File: src/rtl/tx_pkt_stream.sv
// Transmit packet streamer: drains one buffered packet onto the MAC AXI4-Stream
// port through a 2-entry skid buffer, and gates packet start on received PAUSE.
module tx_pkt_stream #(
   parameter int PKT_LEN    = 1444,
   parameter int ADDR_W     = 13,
   parameter int QUANTA_CYC = 64
) (
   input  logic              tx_fifo_clock,
   input  logic              tx_fifo_resetn,
   input  logic              pkt_ready,
   output logic              rd_en,
   output logic [ADDR_W-1:0] rd_addr,
   input  logic [7:0]        rd_data,
   output logic              rd_row_data_done,
   input  logic              rx_frame_pause_req,
   input  logic [15:0]       rx_frame_req_pausetime,
   output logic [7:0]        tx_axis_tdata,
   output logic              tx_axis_tvalid,
   output logic              tx_axis_tlast,
   input  logic              tx_axis_tready
);

   typedef enum logic [1:0] {IDLE, STREAM, WAIT_LOW} state_t;

   localparam logic [ADDR_W-1:0] LEN      = ADDR_W'(PKT_LEN);
   localparam logic [ADDR_W-1:0] LAST_IDX = ADDR_W'(PKT_LEN - 1);
   localparam logic [21:0]       QCYC     = 22'(QUANTA_CYC);

   state_t            state, state_nx;
   logic [21:0]       pause_cnt;
   logic [ADDR_W-1:0] rd_cnt;
   logic [ADDR_W-1:0] tx_cnt;
   logic              dv;
   logic [1:0]        skid_cnt;
   logic [1:0][7:0]   skid;
   logic [1:0]        held_nx;
   logic              start, pop, last_pop, issue;

   // dv marks rd_data carrying last cycle's read; it is presented directly when
   // the skid is empty so byte 0 leaves two cycles after start.
   always_comb begin
      start          = (state == IDLE) & pkt_ready & (pause_cnt == 22'd0) & ~rx_frame_pause_req;
      tx_axis_tvalid = (skid_cnt != 2'd0) | dv;
      tx_axis_tdata  = (skid_cnt != 2'd0) ? skid[0] : (dv ? rd_data : 8'h00);
      tx_axis_tlast  = tx_axis_tvalid & (tx_cnt == LAST_IDX);
      pop            = tx_axis_tvalid & tx_axis_tready;
      last_pop       = pop & tx_axis_tlast;
      held_nx        = skid_cnt + {1'b0, dv} - {1'b0, pop};
      // Stored bytes plus the read about to land never exceed the skid depth.
      issue          = (state == STREAM) & (rd_cnt < LEN) & ((held_nx + {1'b0, rd_en}) < 2'd2);
   end

   always_comb begin
      state_nx = state;
      case (state)
         IDLE:     if (start) state_nx = STREAM;
         STREAM:   if (last_pop) state_nx = WAIT_LOW;
         WAIT_LOW: if (!pkt_ready) state_nx = IDLE;
         default:  state_nx = IDLE;
      endcase
   end

   always_ff @(posedge tx_fifo_clock or negedge tx_fifo_resetn) begin
      if (!tx_fifo_resetn) state <= IDLE;
      else                 state <= state_nx;
   end

   always_ff @(posedge tx_fifo_clock or negedge tx_fifo_resetn) begin
      if (!tx_fifo_resetn) begin
         rd_en            <= 1'b0;
         rd_addr          <= '0;
         rd_cnt           <= '0;
         tx_cnt           <= '0;
         dv               <= 1'b0;
         skid_cnt         <= 2'd0;
         skid             <= '0;
         rd_row_data_done <= 1'b0;
      end else begin
         rd_row_data_done <= last_pop;
         dv               <= rd_en;
         skid_cnt         <= held_nx;
         if (start) begin
            rd_en   <= 1'b1;
            rd_addr <= '0;
            rd_cnt  <= ADDR_W'(1);
            tx_cnt  <= '0;
         end else begin
            rd_en <= issue;
            if (issue) begin
               rd_addr <= rd_cnt;
               rd_cnt  <= rd_cnt + 1'b1;
            end
            if (pop) tx_cnt <= tx_cnt + 1'b1;
         end
         if (pop) skid[0] <= (skid_cnt == 2'd2) ? skid[1] : rd_data;
         else if (dv) skid[skid_cnt[0]] <= rd_data;
      end
   end

   always_ff @(posedge tx_fifo_clock or negedge tx_fifo_resetn) begin
      if (!tx_fifo_resetn)         pause_cnt <= 22'd0;
      else if (rx_frame_pause_req) pause_cnt <= {6'd0, rx_frame_req_pausetime} * QCYC;
      else if (pause_cnt != 22'd0) pause_cnt <= pause_cnt - 22'd1;
   end

endmodule

File: config.mk
export PLATFORM = sky130hd
export DESIGN_NAME = tx_pkt_stream
export DESIGN_NICKNAME = d
export VERILOG_FILES = /design/src/rtl/tx_pkt_stream.sv
export SDC_FILE = /design/constraint.sdc
export NUM_CORES = 1
export LEC_CHECK = 0
export ABC_AREA = 1
export CORE_UTILIZATION = 47
export CTS_CLUSTER_DIAMETER = 200
export DETAILED_ROUTE_END_ITERATION = 16
export PLACE_DENSITY = 0.73
export SYNTH_ARGS = -nofsm -noshare
export SYNTH_HDL_FRONTEND = slang
export SYNTH_SLANG_ARGS = --single-unit
File: constraint.sdc
create_clock -name tx_fifo_clock -period 2.19 [get_ports tx_fifo_clock]
set_clock_uncertainty 0.1 [all_clocks]
set_input_delay 0.3285 -clock tx_fifo_clock [delete_from_list [all_inputs] [get_ports tx_fifo_clock]]
set_output_delay 0.3285 -clock tx_fifo_clock [all_outputs]
set_load 0.02 [all_outputs]
Word-level counts from Yosys, hierarchy flattened
Index checks and enable logic that the tools add are counted.
{"block": "classes", "muxes": 21, "add_sub_neg": 6, "bitwise_logic": 11, "eq_ne": 7, "n_reduce_logical": 11, "magnitude_cmp": 4}
{"cell": "13-bit two-way mux", "count": 6}
{"cell": "8-bit two-way mux", "count": 6}
{"cell": "22-bit two-way mux", "count": 2}
{"cell": "13-bit by 1-bit adder with 13-bit output, second input constant", "count": 2}
{"cell": "22-bit logical NOT", "count": 1}
{"cell": "22-bit nonzero test", "count": 1}
{"cell": "22-bit by 1-bit subtractor with 22-bit output, second input constant", "count": 1}
{"cell": "16-bit bitwise mux", "count": 1}
{"cell": "13-bit by 11-bit == test with 1-bit output, second input constant", "count": 1}
{"cell": "13-bit by 11-bit < comparator with 1-bit output, second input constant", "count": 1}
{"cell": "2-bit nonzero test", "count": 5}
{"cell": "1-bit bitwise AND", "count": 8}
{"cell": "8-bit demux with 1-bit select", "count": 1}
{"cell": "2-bit two-way mux", "count": 3}
{"cell": "2-bit inequality test, second input constant", "count": 3}
{"cell": "2-bit one-hot mux with 3 select lines", "count": 1}
{"cell": "2-bit by 1-bit adder with 2-bit output", "count": 2}
{"cell": "2-bit == test, second input constant", "count": 2}
{"cell": "3-bit AND reduction", "count": 1}
{"cell": "2-bit by 1-bit == test with 1-bit output, second input constant", "count": 1}
{"cell": "2-bit logical NOT", "count": 1}
{"cell": "1-bit by 2-bit < comparator with 1-bit output, second input constant", "count": 1}
{"cell": "2-bit < comparator, second input constant", "count": 1}
{"cell": "1-bit inverter", "count": 2}
{"cell": "other kinds (6)", "count": 6}
{"block": "word_totals", "input_bits": 29, "ff_bits": 84, "output_inout_bits": 25}

Longest topological paths before layout
{"block": "depth", "depth_word": 9, "ltp_mapped": 15, "depth_no_buf": 13}

Worst setup path after synthesis
OpenSTA, ideal clock, no wires.
{"block": "synth_timing", "path_kind": "register to register", "startpoint": "register skid_cnt[0]", "endpoint": "register rd_cnt[2]", "arrival_ns": 2.418, "stages_incl_launch_ff": 15, "period_less_slack_ns": 2.635, "setup_ns": 0.117, "path_buffers": 2, "required_time_ns": 1.973, "path_slack_ns": -0.445, "cell_sequence": "dfrtp_1 -> nor2_2 -> nand2_1 -> nand2_1 -> buf_2 -> ha_1 -> inv_1 -> ha_1 -> nand2_1 -> inv_1 -> nand3_1 -> nand3_2 -> buf_2 -> nand3_1 -> nand2_1"}
{"block": "synth_via", "elab_chain_cells": 8, "elab_cells_between_ends": 9, "classes_between": "add/sub (3); order compare (1); bitwise (3); reduce/logical (2)"}
{"element": "from (decl)", "line_no": "34", "rtl": "logic [1:0] skid_cnt;"}
{"element": "from (signal assigned)", "line_no": "81", "rtl": "skid_cnt <= held_nx;"}
{"element": "2-bit nonzero test", "line_no": "43", "rtl": "tx_axis_tvalid = (skid_cnt != 2'd0) | dv;"}
{"element": "1-bit OR", "line_no": "43"}
{"element": "net tx_axis_tvalid", "line_no": "18", "rtl": "output logic tx_axis_tvalid,"}
{"element": "1-bit bitwise AND", "line_no": "46", "rtl": "pop = tx_axis_tvalid & tx_axis_tready;"}
{"element": "2-bit by 1-bit subtractor with 2-bit output", "line_no": "48", "rtl": "held_nx = skid_cnt + {1'b0, dv} - {1'b0, pop};"}
{"element": "net held_nx[0]", "line_no": "36", "rtl": "logic [1:0] held_nx;"}
{"element": "2-bit by 1-bit adder with 2-bit output", "line_no": "50", "rtl": "issue = (state == STREAM) & (rd_cnt < LEN) & ((held_nx + {1'b0, rd_en}) < 2'd2);"}
{"element": "2-bit < comparator", "line_no": "50"}
{"element": "1-bit bitwise AND", "line_no": "50"}
{"element": "2-bit nonzero test (no line)"}
{"element": "to (signal assigned)", "line_no": "91", "rtl": "rd_cnt <= rd_cnt + 1'b1;"}
{"element": "to (decl)", "line_no": "31", "rtl": "logic [ADDR_W-1:0] rd_cnt;"}
The timed path passes the listed nets, and every way through them passes these cells.
A chain may end at the register's enable or synchronous reset.

Worst setup path in the final report
{"block": "layout_timing", "startpoint": "register skid_cnt[1]", "endpoint": "register rd_addr[2]"}
{"block": "layout_via", "elab_chain_cells": 8, "elab_cells_between_ends": 9, "classes_between": "add/sub (3); order compare (1); bitwise (3); reduce/logical (2)"}
{"element": "2-bit nonzero test", "line_no": "43"}
{"element": "1-bit OR", "line_no": "43"}
{"element": "1-bit bitwise AND", "line_no": "46"}
{"element": "2-bit by 1-bit subtractor with 2-bit output", "line_no": "48"}
{"element": "net held_nx[0]", "line_no": "36"}
{"element": "2-bit by 1-bit adder with 2-bit output", "line_no": "50"}
{"element": "2-bit < comparator", "line_no": "50"}
{"element": "1-bit bitwise AND", "line_no": "50"}
{"element": "2-bit nonzero test (no line)"}
{"element": "to (signal assigned)", "line_no": "90", "rtl": "rd_addr <= rd_cnt;"}
{"element": "to (decl)", "line_no": "12", "rtl": "output logic [ADDR_W-1:0] rd_addr,"}
The timed path passes the listed nets, and every way through them passes these cells.

==> results_dict.tcl <==
set metrics [dict create \
    status "completed" \
    postLayoutCellArea_um2 6160 \
    ff_latch_area_um2 2100 \
    synth_top_area_frac 0.435 \
    first_pass_iters 4 \
    power.total_w 0.00462 \
    worstPathArrival_ns 2.34 \
    grt_max_degree 40 \
    synth_edf_count 0 \
    hold_viol_final 0 \
    area_delta_synth_final_pct 27.6 \
    synth_cell_type_count 37 \
    period_share 0.989 \
    vias_per_cell 5.12 \
    start_util 0.489 \
    yosysSeqAreaShare 0.435 \
    cts.sinks 84 \
    core_area_um2 9860 \
    synth_nets 660 \
    dp.final_hpwl_mm 7.55 \
    cp_top_family "simple AND/OR/NAND/NOR gates" \
    synth_area_um2 4830 \
    grt_pass1_vias 4214 \
    ys_ff_latch 84 \
    grt_setup_unrepaired "true" \
    yosysMostFrequentCell "nand2_1" \
    pwr-share-comb 0.351 \
    fillerInstances 845 \
    cp-end-kind "flop" \
    hold_depth 0 \
    period_needed_ns 2.17 \
    place_area_um2 5720 \
    power_density_nw_per_um2 751 \
    synth_cells 626 \
    p_switching_w 0.00169 \
    cp_max_fo 6 \
    worst_ep_required_time_ns 2.36 \
    yosysWarnings 0 \
    grt_pass1_wl_mm 18.4 \
    antenna_found_initial 0 \
    nNetsFinal 740 \
    grt_overflow 0 \
    ios 54 \
    synthTopCellsByArea "dfrtp_1 44%, nand2_1 14%, inv_1 5.5%, nand3_1 4.9%, nand3_2 4.8%" \
    avgSynthCellArea_um2 7.71 \
    cpMaxStageDelayCell "dfrtp_2" \
    tightest_slew_ns 0.556 \
    synthArstFlopShare 1.00 \
    p_seq_frac 0.401 \
    multi_input_area_um2 2460 \
    hold_class "flop to flop" \
    cp.depth 14 \
    slew_headroom 0.626 \
    ys_top_cells_by_count "180 x nand2_1, 84 x dfrtp_1, 71 x inv_1" \
    startpoint_type "flop" \
    postRouteAntennaNets 0 \
    wl_per_cell_um 13.1 \
    fin_cells 844 \
    rows 36 \
    cap_violations 0 \
    critPathKind "flop to flop" \
    antenna_cells 0 \
    finalSetupViolCount 0 \
    track_usage 0.221 \
    path_cells "nor2_4, nand2_4, nand2_4, ha_4, inv_2, ha_4, nand2_4, inv_4, nand3_4, buf_6, nand3_4, clkbuf_16, nand3_2, nand2_1" \
    cts.clk_slew.worst_paths_ns 0.09 \
    insertion_delay_ns 0.37 \
    drv_slew 0 \
    cts_root_buffer "clkbuf_8" \
    numCtsBuffers 9 \
    p_leak_nw 3.05 \
    io_buffers 53 \
    max_freq_mhz 461 \
    rr_worst_depth 14 \
    power.share.switching 0.367 \
    place_inst 816 \
    vias 4320 \
    gp_congestion 0.859 \
    drt_iter0_markers 196 \
    die_w_um 103 \
    dieArea_um2 10700 \
    final_layout_size_suffix_gt1_frac 0.184 \
    p_int_w 0.00293 \
    vdd_drop_max_mv 0.362 \
    critPathMaxStageDelay_ns 0.44 \
    routed_wl_mm 11.1 \
    cts_tree "built" \
    p_clk_frac 0.247 \
    htreeDepth 3 \
    yosysTopAreaCell "dfrtp_1" \
    drc 0 \
    cpMostUsedCell "nand2_4" \
    cp_num_buf_inv 4 \
    clk_path_buf_depth 2 \
    die-height_um 103 \
    synth_top_flop_cell "dfrtp_1" \
]
## worst register-to-register path: stages, from the launching register on
cell and delay [ns]:
dfrtp_2 0.44, nor2_4 0.14, nand2_4 0.07, nand2_4 0.07
ha_4 0.19, inv_2 0.06, ha_4 0.20, nand2_4 0.08
inv_4 0.04, nand3_4 0.09, buf_6 0.10, nand3_4 0.15
clkbuf_16 0.23, nand3_2 0.05, nand2_1 0.05
## registers in the layout (all words and copies together) (netlist names)
signal	flops
skid_cnt	2
state	2
skid	16
rd_en	1
rd_row_data_done	1
pause_cnt	22
rd_cnt	13
dv	1
tx_cnt	13
rd_addr	13
## cell families (layout without fill, tap and decap cells)
family	count (synthesis)	count (layout)	synth area share
AO/OA/AOI/OAI	65	65	0.0762
XOR/XNOR	19	19	0.0345
flip-flops	84	84	0.435
AND/OR/NAND/NOR	356	356	0.351
buffers and inverters	97	182	0.0894
adder cells (fa/ha/maj)	5	5	0.0130
## per-layer routing
layer / vias to the layer above / share of wire / track usage
li1: 2175 / - / -
met1: 2068 / 0.45 / 0.265
met2: 59 / 0.51 / 0.381
met3: 18 / 0.027 / 0.0497
met4: 0 / 0.019 / 0.0943
met5: - / 0 / 0
## placed cells by master, fill, tap and decap left out, types with 15 or more instances in the layout
cell type and n:
buf_4 27, clkdlybuf4s50_1 43, dfrtp_1 82, inv_1 69
nand2_1 175, nand3_1 37, nand3_2 29, nand4_1 20
nor2_1 52, o21ai_0 21, xor2_1 15
## power by group through the flow
stage / sequential, W / combinational (W) / clock [W]
6_report: 0.00186 / 0.00162 / 0.00114
5_1_grt: 0.00187 / 0.00183 / 0.00123
4_1_cts: 0.00185 / 0.00155 / 0.00118
3_5_place_dp: 0.00187 / 0.00158 / 0
3_3_place_gp: 0.00187 / 0.00154 / 0
2_1_floorplan: 0.00187 / 0.00104 / 0
## stage by stage
| step | hold slack, ns | setup TNS, ns | setup slack, ns | util |
|---|---|---|---|---|
| 5_1_grt | 0.394 | -0.935 | -0.0595 | 0.624 |
| 4_1_cts | 0.384 | -0.000381 | -0.000381 | 0.602 |
| 2_1_floorplan | -0.0671 | -1.43 | -0.0887 | - |
| 3_5_place_dp | 0.251 | -4.00 | -0.194 | 0.580 |
| 3_3_place_gp | 0.244 | -3.28 | -0.161 | 0.580 |
| 6_report | 0.375 | 0 | 0.0231 | 0.624 |
## layout make-up
cell class | count | area share
flip-flops and latches | 84 | 0.342
inverters | 75 | 0.0461
repair buffers | 91 | 0.152
clock inverters | 5 | 0.00996
clock buffers | 11 | 0.0230
multi-input cells | 445 | 0.400
well taps | 133 | 0.0270
## worst paths after layout
path | endpoint | slack, ns | from
max | rd_addr[2] | 0.02 | skid_cnt[1]
min reg2reg | dv | 0.37 | rd_en
min | dv | 0.37 | rd_en
max reg2reg | rd_addr[2] | 0.02 | skid_cnt[1]
max in group asynchronous | pause_cnt[15] | 1.01 | tx_fifo_resetn
min in group asynchronous | skid[6] | 0.38 | tx_fifo_resetn
## what timing repair did
action,in CTS,in global routing
hold buffers,1,0
endpoints found under the setup margin,9,46
gates cloned,0,5
pin swaps,0,25
gates resized for setup,14,33
buffers inserted,0,6
hold endpoints to repair,37,0
No activity file was read; power rests on OpenSTA's default activity.
